$ cat src/rtl/message_combiner_pkg.sv
// Shared defaults, header field widths and FSM encoding for the debug message combiner.
// Slicer and combiner both import this so the header layout stays in agreement.
package message_combiner_pkg;

  localparam int unsigned DEF_MSG_WIDTH        = 32;
  localparam int unsigned DEF_MAX_LEN          = 4;
  localparam int unsigned DEF_LENGTH_WIDTH     = 8;
  localparam int unsigned DEF_FORMATCODE_WIDTH = 4;
  localparam int unsigned DEF_MODULECODE_WIDTH = 8;
  localparam int unsigned DEF_ERRORCODE_WIDTH  = 8;

  typedef enum logic {
    ST_IDLE    = 1'b0,
    ST_COLLECT = 1'b1
  } state_e;

  // Payload counter must reach MAX_LEN inclusive.
  function automatic int unsigned cnt_width(input int unsigned max_len);
    return $clog2(max_len + 1);
  endfunction

endpackage

$ cat src/rtl/message_combiner_if.sv
// Word-stream input and assembled-message output bundle of the message combiner.
interface message_combiner_if
  import message_combiner_pkg::*;
#(
  parameter int unsigned MSG_WIDTH        = DEF_MSG_WIDTH,
  parameter int unsigned MAX_LEN          = DEF_MAX_LEN,
  parameter int unsigned LENGTH_WIDTH     = DEF_LENGTH_WIDTH,
  parameter int unsigned FORMATCODE_WIDTH = DEF_FORMATCODE_WIDTH,
  parameter int unsigned MODULECODE_WIDTH = DEF_MODULECODE_WIDTH,
  parameter int unsigned ERRORCODE_WIDTH  = DEF_ERRORCODE_WIDTH
);

  logic [MSG_WIDTH-1:0]             in_data;
  logic                             in_nd;
  logic [MSG_WIDTH*(MAX_LEN+1)-1:0] out_data;
  logic                             out_nd;
  logic [LENGTH_WIDTH-1:0]          out_length;
  logic [FORMATCODE_WIDTH-1:0]      out_formatcode;
  logic [MODULECODE_WIDTH-1:0]      out_modulecode;
  logic [ERRORCODE_WIDTH-1:0]       out_errorcode;
  logic                             error;

  modport master (
    output in_data, in_nd,
    input  out_data, out_nd, out_length, out_formatcode, out_modulecode, out_errorcode, error
  );

  modport slave (
    input  in_data, in_nd,
    output out_data, out_nd, out_length, out_formatcode, out_modulecode, out_errorcode, error
  );

endinterface

$ cat src/rtl/message_header_decode.sv
// Combinational split of a stream word into header flag and header fields.
// Fields are packed from just below the header flag downwards; leftover low bits are ignored.
module message_header_decode
  import message_combiner_pkg::*;
#(
  parameter int unsigned MSG_WIDTH        = DEF_MSG_WIDTH,
  parameter int unsigned LENGTH_WIDTH     = DEF_LENGTH_WIDTH,
  parameter int unsigned FORMATCODE_WIDTH = DEF_FORMATCODE_WIDTH,
  parameter int unsigned MODULECODE_WIDTH = DEF_MODULECODE_WIDTH,
  parameter int unsigned ERRORCODE_WIDTH  = DEF_ERRORCODE_WIDTH
) (
  input  logic [MSG_WIDTH-1:0]        word,
  output logic                        is_header_c,
  output logic [LENGTH_WIDTH-1:0]     length_c,
  output logic [FORMATCODE_WIDTH-1:0] formatcode_c,
  output logic [MODULECODE_WIDTH-1:0] modulecode_c,
  output logic [ERRORCODE_WIDTH-1:0]  errorcode_c
);

  localparam int unsigned LEN_MSB = MSG_WIDTH - 2;
  localparam int unsigned FMT_MSB = LEN_MSB - LENGTH_WIDTH;
  localparam int unsigned MOD_MSB = FMT_MSB - FORMATCODE_WIDTH;
  localparam int unsigned ERR_MSB = MOD_MSB - MODULECODE_WIDTH;
  localparam int unsigned LOW_W   = ERR_MSB + 1 - ERRORCODE_WIDTH;

  assign is_header_c  = word[MSG_WIDTH-1];
  assign length_c     = word[LEN_MSB -: LENGTH_WIDTH];
  assign formatcode_c = word[FMT_MSB -: FORMATCODE_WIDTH];
  assign modulecode_c = word[MOD_MSB -: MODULECODE_WIDTH];
  assign errorcode_c  = word[ERR_MSB -: ERRORCODE_WIDTH];

  generate
    if (LOW_W > 0) begin : g_low
      logic unused_low;
      assign unused_low = ^word[LOW_W-1:0];
    end
  endgenerate

endmodule

$ cat src/rtl/message_combiner.sv
// Reassembles header + payload word streams into one wide message with decoded header fields.
// Malformed streams pulse error and the block resynchronises on the next header.
module message_combiner
  import message_combiner_pkg::*;
#(
  parameter int unsigned MSG_WIDTH        = DEF_MSG_WIDTH,
  parameter int unsigned MAX_LEN          = DEF_MAX_LEN,
  parameter int unsigned LENGTH_WIDTH     = DEF_LENGTH_WIDTH,
  parameter int unsigned FORMATCODE_WIDTH = DEF_FORMATCODE_WIDTH,
  parameter int unsigned MODULECODE_WIDTH = DEF_MODULECODE_WIDTH,
  parameter int unsigned ERRORCODE_WIDTH  = DEF_ERRORCODE_WIDTH
) (
  input logic               clk,
  input logic               rst,
  message_combiner_if.slave bus
);

  localparam int unsigned CNT_W = cnt_width(MAX_LEN);
  localparam int unsigned PL_W  = MSG_WIDTH * MAX_LEN;
  localparam int unsigned OUT_W = MSG_WIDTH * (MAX_LEN + 1);

  logic                        is_header_c;
  logic [LENGTH_WIDTH-1:0]     length_c;
  logic [FORMATCODE_WIDTH-1:0] formatcode_c;
  logic [MODULECODE_WIDTH-1:0] modulecode_c;
  logic [ERRORCODE_WIDTH-1:0]  errorcode_c;

  message_header_decode #(
    .MSG_WIDTH       (MSG_WIDTH),
    .LENGTH_WIDTH    (LENGTH_WIDTH),
    .FORMATCODE_WIDTH(FORMATCODE_WIDTH),
    .MODULECODE_WIDTH(MODULECODE_WIDTH),
    .ERRORCODE_WIDTH (ERRORCODE_WIDTH)
  ) u_decode (
    .word        (bus.in_data),
    .is_header_c (is_header_c),
    .length_c    (length_c),
    .formatcode_c(formatcode_c),
    .modulecode_c(modulecode_c),
    .errorcode_c (errorcode_c)
  );

  state_e                      state_q, state_n;
  logic [CNT_W-1:0]            cnt_q, cnt_n;
  logic [MSG_WIDTH-1:0]        hdr_q, hdr_n;
  logic [LENGTH_WIDTH-1:0]     len_q, len_n;
  logic [FORMATCODE_WIDTH-1:0] fmt_q, fmt_n;
  logic [MODULECODE_WIDTH-1:0] mod_q, mod_n;
  logic [ERRORCODE_WIDTH-1:0]  err_q, err_n;
  logic [MSG_WIDTH-1:0]        buf_q [MAX_LEN];
  logic [MSG_WIDTH-1:0]        buf_n [MAX_LEN];

  logic [OUT_W-1:0]            out_data_q, out_data_n;
  logic                        out_nd_q, out_nd_n;
  logic [LENGTH_WIDTH-1:0]     out_len_q, out_len_n;
  logic [FORMATCODE_WIDTH-1:0] out_fmt_q, out_fmt_n;
  logic [MODULECODE_WIDTH-1:0] out_mod_q, out_mod_n;
  logic [ERRORCODE_WIDTH-1:0]  out_err_q, out_err_n;
  logic                        error_q, error_n;

  // Next-state, payload capture and emit decisions.
  always_comb begin
    state_n    = state_q;
    cnt_n      = cnt_q;
    hdr_n      = hdr_q;
    len_n      = len_q;
    fmt_n      = fmt_q;
    mod_n      = mod_q;
    err_n      = err_q;
    buf_n      = buf_q;
    out_data_n = out_data_q;
    out_len_n  = out_len_q;
    out_fmt_n  = out_fmt_q;
    out_mod_n  = out_mod_q;
    out_err_n  = out_err_q;
    out_nd_n   = 1'b0;
    error_n    = 1'b0;

    if (bus.in_nd) begin
      if (is_header_c) begin
        // A header always restarts framing; one arriving mid-message truncates it.
        if (state_q == ST_COLLECT) begin
          error_n = 1'b1;
        end
        state_n = ST_IDLE;
        cnt_n   = '0;
        if (length_c == '0) begin
          out_data_n = {bus.in_data, PL_W'(0)};
          out_len_n  = length_c;
          out_fmt_n  = formatcode_c;
          out_mod_n  = modulecode_c;
          out_err_n  = errorcode_c;
          out_nd_n   = 1'b1;
        end else if (length_c <= LENGTH_WIDTH'(MAX_LEN)) begin
          state_n = ST_COLLECT;
          hdr_n   = bus.in_data;
          len_n   = length_c;
          fmt_n   = formatcode_c;
          mod_n   = modulecode_c;
          err_n   = errorcode_c;
        end else begin
          error_n = 1'b1;
        end
      end else if (state_q == ST_IDLE) begin
        error_n = 1'b1;
      end else begin
        for (int i = 0; i < MAX_LEN; i++) begin
          if (CNT_W'(i) == cnt_q) buf_n[i] = bus.in_data;
        end
        cnt_n = cnt_q + CNT_W'(1);
        if (LENGTH_WIDTH'(cnt_q) + LENGTH_WIDTH'(1) == len_q) begin
          // Slices beyond the final word are forced to zero, so stale buffer entries never leak.
          out_data_n = '0;
          out_data_n[PL_W +: MSG_WIDTH] = hdr_q;
          for (int i = 0; i < MAX_LEN; i++) begin
            if (CNT_W'(i) < cnt_q) begin
              out_data_n[MSG_WIDTH*(MAX_LEN-1-i) +: MSG_WIDTH] = buf_q[i];
            end else if (CNT_W'(i) == cnt_q) begin
              out_data_n[MSG_WIDTH*(MAX_LEN-1-i) +: MSG_WIDTH] = bus.in_data;
            end
          end
          out_len_n = len_q;
          out_fmt_n = fmt_q;
          out_mod_n = mod_q;
          out_err_n = err_q;
          out_nd_n  = 1'b1;
          state_n   = ST_IDLE;
          cnt_n     = '0;
        end
      end
    end
  end

  always_ff @(posedge clk) begin
    if (rst) begin
      state_q    <= ST_IDLE;
      cnt_q      <= '0;
      hdr_q      <= '0;
      len_q      <= '0;
      fmt_q      <= '0;
      mod_q      <= '0;
      err_q      <= '0;
      for (int i = 0; i < MAX_LEN; i++) buf_q[i] <= '0;
      out_data_q <= '0;
      out_nd_q   <= 1'b0;
      out_len_q  <= '0;
      out_fmt_q  <= '0;
      out_mod_q  <= '0;
      out_err_q  <= '0;
      error_q    <= 1'b0;
    end else begin
      state_q    <= state_n;
      cnt_q      <= cnt_n;
      hdr_q      <= hdr_n;
      len_q      <= len_n;
      fmt_q      <= fmt_n;
      mod_q      <= mod_n;
      err_q      <= err_n;
      buf_q      <= buf_n;
      out_data_q <= out_data_n;
      out_nd_q   <= out_nd_n;
      out_len_q  <= out_len_n;
      out_fmt_q  <= out_fmt_n;
      out_mod_q  <= out_mod_n;
      out_err_q  <= out_err_n;
      error_q    <= error_n;
    end
  end

  assign bus.out_data       = out_data_q;
  assign bus.out_nd         = out_nd_q;
  assign bus.out_length     = out_len_q;
  assign bus.out_formatcode = out_fmt_q;
  assign bus.out_modulecode = out_mod_q;
  assign bus.out_errorcode  = out_err_q;
  assign bus.error          = error_q;

endmodule

$ cat src/flat_wrapper.sv
// flat-port wrapper written by rule: the top's interface ports become plain ports
module message_combiner_flat import message_combiner_pkg::*;
#(
  parameter int unsigned MSG_WIDTH        = DEF_MSG_WIDTH,
  parameter int unsigned MAX_LEN          = DEF_MAX_LEN,
  parameter int unsigned LENGTH_WIDTH     = DEF_LENGTH_WIDTH,
  parameter int unsigned FORMATCODE_WIDTH = DEF_FORMATCODE_WIDTH,
  parameter int unsigned MODULECODE_WIDTH = DEF_MODULECODE_WIDTH,
  parameter int unsigned ERRORCODE_WIDTH  = DEF_ERRORCODE_WIDTH
)
  (clk, rst, bus_in_data, bus_in_nd, bus_out_data, bus_out_nd, bus_out_length, bus_out_formatcode, bus_out_modulecode, bus_out_errorcode, bus_error);
  message_combiner_if #(.MSG_WIDTH(MSG_WIDTH), .MAX_LEN(MAX_LEN), .LENGTH_WIDTH(LENGTH_WIDTH), .FORMATCODE_WIDTH(FORMATCODE_WIDTH), .MODULECODE_WIDTH(MODULECODE_WIDTH), .ERRORCODE_WIDTH(ERRORCODE_WIDTH)) bus_i ();
  input logic clk;
  input logic rst;
  input wire logic [$bits(bus_i.in_data)-1:0] bus_in_data;
  input wire logic [$bits(bus_i.in_nd)-1:0] bus_in_nd;
  output wire logic [$bits(bus_i.out_data)-1:0] bus_out_data;
  output wire logic [$bits(bus_i.out_nd)-1:0] bus_out_nd;
  output wire logic [$bits(bus_i.out_length)-1:0] bus_out_length;
  output wire logic [$bits(bus_i.out_formatcode)-1:0] bus_out_formatcode;
  output wire logic [$bits(bus_i.out_modulecode)-1:0] bus_out_modulecode;
  output wire logic [$bits(bus_i.out_errorcode)-1:0] bus_out_errorcode;
  output wire logic [$bits(bus_i.error)-1:0] bus_error;
  assign bus_i.in_data = bus_in_data;
  assign bus_i.in_nd = bus_in_nd;
  assign bus_out_data = bus_i.out_data;
  assign bus_out_nd = bus_i.out_nd;
  assign bus_out_length = bus_i.out_length;
  assign bus_out_formatcode = bus_i.out_formatcode;
  assign bus_out_modulecode = bus_i.out_modulecode;
  assign bus_out_errorcode = bus_i.out_errorcode;
  assign bus_error = bus_i.error;
  message_combiner #(.MSG_WIDTH(MSG_WIDTH), .MAX_LEN(MAX_LEN), .LENGTH_WIDTH(LENGTH_WIDTH), .FORMATCODE_WIDTH(FORMATCODE_WIDTH), .MODULECODE_WIDTH(MODULECODE_WIDTH), .ERRORCODE_WIDTH(ERRORCODE_WIDTH)) u_core (.clk(clk), .rst(rst), .bus(bus_i));
endmodule
$ cat config.mk
export PLATFORM = sky130hd
export DESIGN_NAME = message_combiner_flat
export DESIGN_NICKNAME = d
export VERILOG_FILES = /design/src/rtl/message_combiner_pkg.sv /design/src/rtl/message_combiner_if.sv /design/src/rtl/message_header_decode.sv /design/src/rtl/message_combiner.sv /design/src/flat_wrapper.sv
export SDC_FILE = /design/constraint.sdc
export NUM_CORES = 1
export LEC_CHECK = 0
export CAP_MARGIN = 20
export CORE_ASPECT_RATIO = 1.25
export CORE_MARGIN = 3
export CORE_UTILIZATION = 58
export CTS_CLUSTER_DIAMETER = 150
export CTS_CLUSTER_SIZE = 8
export DETAILED_ROUTE_END_ITERATION = 8
export PLACE_DENSITY = 0.86
export SKIP_CTS_REPAIR_TIMING = 1
export SYNTH_ARGS = -nofsm -noshare
export SYNTH_HDL_FRONTEND = slang
export SYNTH_SLANG_ARGS = --single-unit
export TNS_END_PERCENT = 20
$ cat constraint.sdc
create_clock -name clk -period 7 [get_ports clk]
set_clock_uncertainty 0.1 [all_clocks]
set_input_delay 0.7 -clock clk [delete_from_list [all_inputs] [get_ports clk]]
set_output_delay 0.7 -clock clk [all_outputs]
set_load 0.005 [all_outputs]
==> results.yml, run 1 <==
detailed_routing:
  drtPass1Iterations: 6
  viasPerCell: 6.31
  wirelength_mm: 44.3
  ant_nets: 0
  vias: 14300
  drc_errors: 0
  avgRoutedWirePerCell_um: 19.6
  drt_iter0_drc: 1926
timing:
  hold_viol: 0
  maxSlewHeadroom_pct: 22.6
  max_freq_ghz: 0.260
  min_period_over_period_pct: 55.0
  slew_viol_final: 0
  rsz0062_at_grt: "false"
  min_period_ns: 3.85
  setup_ws_ns: 3.15
  fin_tns_setup_ns: 0
  worst_pin_slew_ns: 1.16
  setup_viol: 0
setup_path:
  critPathMaxFanout: 102
  start_kind: "primary input"
  endpoint_kind: "flip-flop"
  arrival_ns: 4.21
  worstPathRequired_ns: 7.36
  crit_type: "primary input to flip-flop"
placement:
  postPlaceCellArea_um2: 15900
  dp_hpwl_mm: 25.6
  routabilityCongestion: 0.848
  dpl_worst_slack_ns: 2.72
  port_buffers: 220
min_path:
  worstHoldPathType: "flip-flop to flip-flop"
clocking:
  cts_max_level: 2
  cts_tree: "done"
  clk_path_buf_depth: 3
  cts_root_buf: "clkbuf_16"
  clock-sinks: 318
  clk-insertion-delay-late_ns: 0.54
  cts.reportedPaths.clkPinSlew_ns: 0.05
  cts_buffers: 45
floorplan:
  die-width_um: 146
  start_util_pct: 59.6
  die_h_um: 181
  rows: 63
  io_pins: 225
  die_area_um2: 26600
  core_region_area_um2: 24000
cells_and_area:
  finalInstanceArea_um2: 17200
  largest_reg_flops: 132
  diodes: 0
  area_delta_synth_final_pct: 20.4
  fin_nets: 1969
  final_layout_size_suffix_gt1_share_pct: 7.45
  nFillCells: 1878
yosys:
  ys_ff_latch: 318
  synthArstFlopShare_pct: 0
  ys.flop_type: "dfxtp_1"
  synth.avg_cell_area_um2: 7.54
  netlist.top_cell.by_area: "dfxtp_1"
  syn_inst: 1896
  synth_common_cells: "337 x nand2_1, 333 x a21oi_1, 318 x dfxtp_1, 210 x nand3_1, 161 x clkbuf_1"
  synthTopCellsByArea: "dfxtp_1 45%, a21oi_1 12%, nand2_1 8.9%"
  yosysSeqAreaShare_pct: 44.6
  ys_types: 48
  yosys_warnings: 0
  synth_area_um2: 14300
  post-synth-top-count-cell: "nand2_1"
  synth_edf_count: 0
  yosys.area.top_type_share_pct: 44.6
power:
  vdd_drop_max_mv: 0.161
  p_per_area_nw_per_um2: 225
  p_leak_nw: 5.39
global_routing:
  grt_first_pass_wirelength_mm: 69.9
  antenna_found_initial: 0
  gr-total-overflow: 0
  grt_max_degree: 199
  first_global_vias: 13400
  grt_util_all_layers_pct: 31.7
run:
  max_cap_viol_count: 0
status:
  status: "completed"
## power breakdown
group / total (W) / switching (W) / leakage [nW] / internal, W
sequential: 0.00182 / 0.000000770 / 2.56 / 0.00182
clock: 0.00191 / 0.000732 / 0.591 / 0.00118
combinational: 0.000147 / 0.000110 / 2.24 / 0.0000374
## cells by family after synthesis
logic type / Yosys count / synth area share [%]
AO/OA/AOI/OAI: 619 / 24.2
AND/OR/NAND/NOR: 663 / 20.1
buffers and inverters: 261 / 8.54
XOR/XNOR: 3 / 0.184
multiplexers: 28 / 2.21
adder cells (fa/ha/maj): 3 / 0.263
other: 1 / 0.0262
flip-flops: 318 / 44.6
## final timing paths
kind / from / to / slack, ns / depth (start not counted)
setup / recovery: bus_in_data[29] / u_core.bus.out_data[120] / 3.15 / 7
setup reg to reg: u_core.cnt_q[0] / u_core.bus.out_data[92] / 3.31 / 9
hold / removal: u_core.mod_q[4] / u_core.mod_q[4] / 0.35 / 2
hold reg to reg: u_core.mod_q[4] / u_core.mod_q[4] / 0.35 / 2
## routing by layer
| layer | part of all wire [%] | track usage [%] |
|---|---|---|
| met1 | 37 | 39.5 |
| met2 | 47 | 51.0 |
| met3 | 9.4 | 6.04 |
| met4 | 6.6 | 19.4 |
| met5 | 0 | 0 |
## per-stage QoR
step,power (W),std cells,utilization (%),hold WS [ns]
after floorplan,0.00194,1899,-,0.329
after global placement,0.00199,2203,66.3,0.335
after detailed placement,0.00199,2203,66.3,0.341
after CTS,0.00387,2252,71.3,0.347
after global routing,0.00396,2258,71.8,0.361
final,0.00387,2258,71.8,0.345
## cell type report
class                           instances  area (um^2)  share of cell area [%]
Clock buffer                           48         1190                    6.92
Clock inverter                          1         8.76                  0.0509
Inverter                                3         11.3                  0.0655
Multi-Input combinational cell       1320         6760                    39.3
Sequential cell                       318         6370                    37.0
Tap cell                              325          407                    2.36
Timing Repair Buffer                  243         2460                    14.3
## critical path, cell delays in order
cell and delay [ns]:
clkdlybuf4s50_1 0.67, or4b_4 0.64, nor3_4 0.24, and3_4 0.90, buf_4 0.62, o21ai_1 0.16, a21oi_2 0.17
## placed cells by master, fill, tap and decap left out, types with 3 or more instances in the layout
master / Yosys / layout
a31oi_1: 6 / 6
nor2_1: 79 / 78
clkbuf_16: 0 / 47
a21oi_2: 28 / 28
buf_4: 36 / 17
clkdlybuf4s50_1: 0 / 218
ha_1: 3 / 3
a22oi_1: 31 / 31
o21ai_0: 96 / 96
a32oi_1: 31 / 31
o21a_1: 7 / 7
mux2_2: 28 / 28
dfxtp_1: 318 / 317
buf_8: 1 / 5
nor3b_1: 4 / 4
conb_1: 1 / 4
and2_1: 6 / 7
nand3_1: 210 / 210
nor3_1: 6 / 4
nand2_1: 337 / 337
o21ai_1: 80 / 80
a21oi_1: 333 / 333
inv_1: 3 / 3
(Power assumes the default switching activity.)
==> run 2, diff against run 1 <==
CORE_UTILIZATION = 49   (was 58)
PLACE_DENSITY = 0.78   (was 0.86)
clock period = 3.2 ns   (was 7 ns; I/O delays follow)
==> run 2 against run 1 <==
  * Non-clock buffer count is 33 higher
  * First-iteration DRC count is 13% lower
  * Die area is 18% higher
  * Count of clock-buffer cells in the layout stayed put
  * Register-to-register slack worse by 2.9 ns
  * Power is 120% higher
  * Cell count is 4.4% higher
  * Sequential power is 120% higher
  * Combinational power is 140% higher
  * Setup slack worse by 2.8 ns
  * Critical path type is now flip-flop to flip-flop
  * Design area is 1.8% higher
  * Sequential share of layout area is 0.66 points lower
==> results.yml, run 2 (synthesis results as in run 1) <==
min_path:
  worstHoldPathType: "primary input to flip-flop"
  hp-start: "rst"
global_routing:
  grt_first_pass_wirelength_mm: 70.2
  grt_max_degree: 155
  grt_util_all_layers_pct: 27.3
  antenna_found_initial: 1
  gr-total-overflow: 0
  first_global_vias: 12900
cells_and_area:
  finalInstanceArea_um2: 17500
  final_layout_size_suffix_gt1_share_pct: 9.00
  fin_util_pct: 61.3
  final_cell_mix: "337 x nand2_1, 333 x a21oi_1, 317 x dfxtp_1, 218 x clkdlybuf4s50_1, 210 x nand3_1"
  fin_nets: 2002
  area_delta_synth_final_pct: 22.6
  mostFrequentLayoutCell: "nand2_1"
  largest_reg_flops: 132
power:
  p_leak_nw: 5.54
  p_per_area_nw_per_um2: 486
  vdd_drop_max_mv: 0.420
clocking:
  cts.reportedPaths.clkPinSlew_ns: 0.05
  cts_tree: "done"
  cts_max_level: 2
  cts_buffers: 45
  clock-sinks: 318
  cts_root_buf: "clkbuf_16"
  clk-insertion-delay-late_ns: 0.53
  clk_path_buf_depth: 3
timing:
  maxSlewHeadroom_pct: 37.2
  slew_viol_final: 0
  min_period_over_period_pct: 87.8
  rsz0062_at_grt: "false"
  worst_pin_slew_ns: 0.942
  min_period_ns: 2.81
  max_freq_ghz: 0.356
  setup_ws_ns: 0.392
  hold_viol: 0
  setup_viol: 0
  fin_tns_setup_ns: 0
detailed_routing:
  drc_errors: 0
  ant_nets: 0
  drtPass1Iterations: 8
  wirelength_mm: 45.1
  vias: 14000
  drt_iter0_drc: 1667
  viasPerCell: 5.94
  avgRoutedWirePerCell_um: 19.2
setup_path:
  reg2reg_from: "u_core.cnt_q[0]"
  endpoint_kind: "flip-flop"
  critPathMaxFanout: 154
  reg2reg_slack_ns: 0.39
  crit_type: "flip-flop to flip-flop"
  arrival_ns: 3.09
  crit_start: "u_core.cnt_q[0]"
  start_kind: "flip-flop"
  worstPathRequired_ns: 3.48
status:
  status: "completed"
floorplan:
  die-width_um: 159
  start_util_pct: 50.0
  die_area_um2: 31300
  io_pins: 225
  core_region_area_um2: 28600
  rows: 69
  die_h_um: 197
run:
  max_cap_viol_count: 0
placement:
  dp_hpwl_mm: 27.4
  dpl_worst_slack_ns: 0.442
  port_buffers: 220
  routabilityCongestion: 0.858
  postPlaceCellArea_um2: 16300
run 2: worst max-delay path, stage by stage, from the launching register on:
cell and delay [ns]:
dfxtp_1 0.46, inv_1 0.10, ha_1 0.34, xnor2_1 0.15
nand3_1 0.19, a211o_4 0.37, buf_12 0.19, nand2_1 0.35
nor3b_1 0.08
run 2: final timing paths:
check,endpoint,cells after the start
setup / recovery,u_core.bus.out_length[4],8
hold reg to reg,u_core.fmt_q[0],2
hold / removal,u_core.state_q,2
setup reg to reg,u_core.bus.out_length[4],8
run 2: routing by layer:
layer  GRT usage, %  share of wire (%)
met1           34.0                 38
met2           44.1                 47
met3           5.36                8.6
met4           16.2                6.2
met5              0                  0
run 2: metrics by stage:
stage	power (W)	hold WS [ns]	instances
final	0.00851	0.129	2357
after global routing	0.00873	0.135	2357
after CTS	0.00853	0.110	2356
after detailed placement	0.00439	0.343	2307
after global placement	0.00438	0.335	2307
after floorplan	0.00423	0.329	1899
run 2: cell type report:
cell class	instances	area [um^2]
clock buffers	48	1190
diodes	1	2.50
well taps	390	488
flip-flops and latches	318	6370
inverters	3	11.3
clock inverters	1	8.76
fillers	2514	11100
multi-input cells	1320	6760
repair buffers	276	2690
run 2: power by group:
group	leakage, nW	total [W]	internal [W]	switching (W)
combinational	2.39	0.000351	0.000100	0.000251
clock	0.591	0.00419	0.00258	0.00161
sequential	2.56	0.00397	0.00397	0.00000103
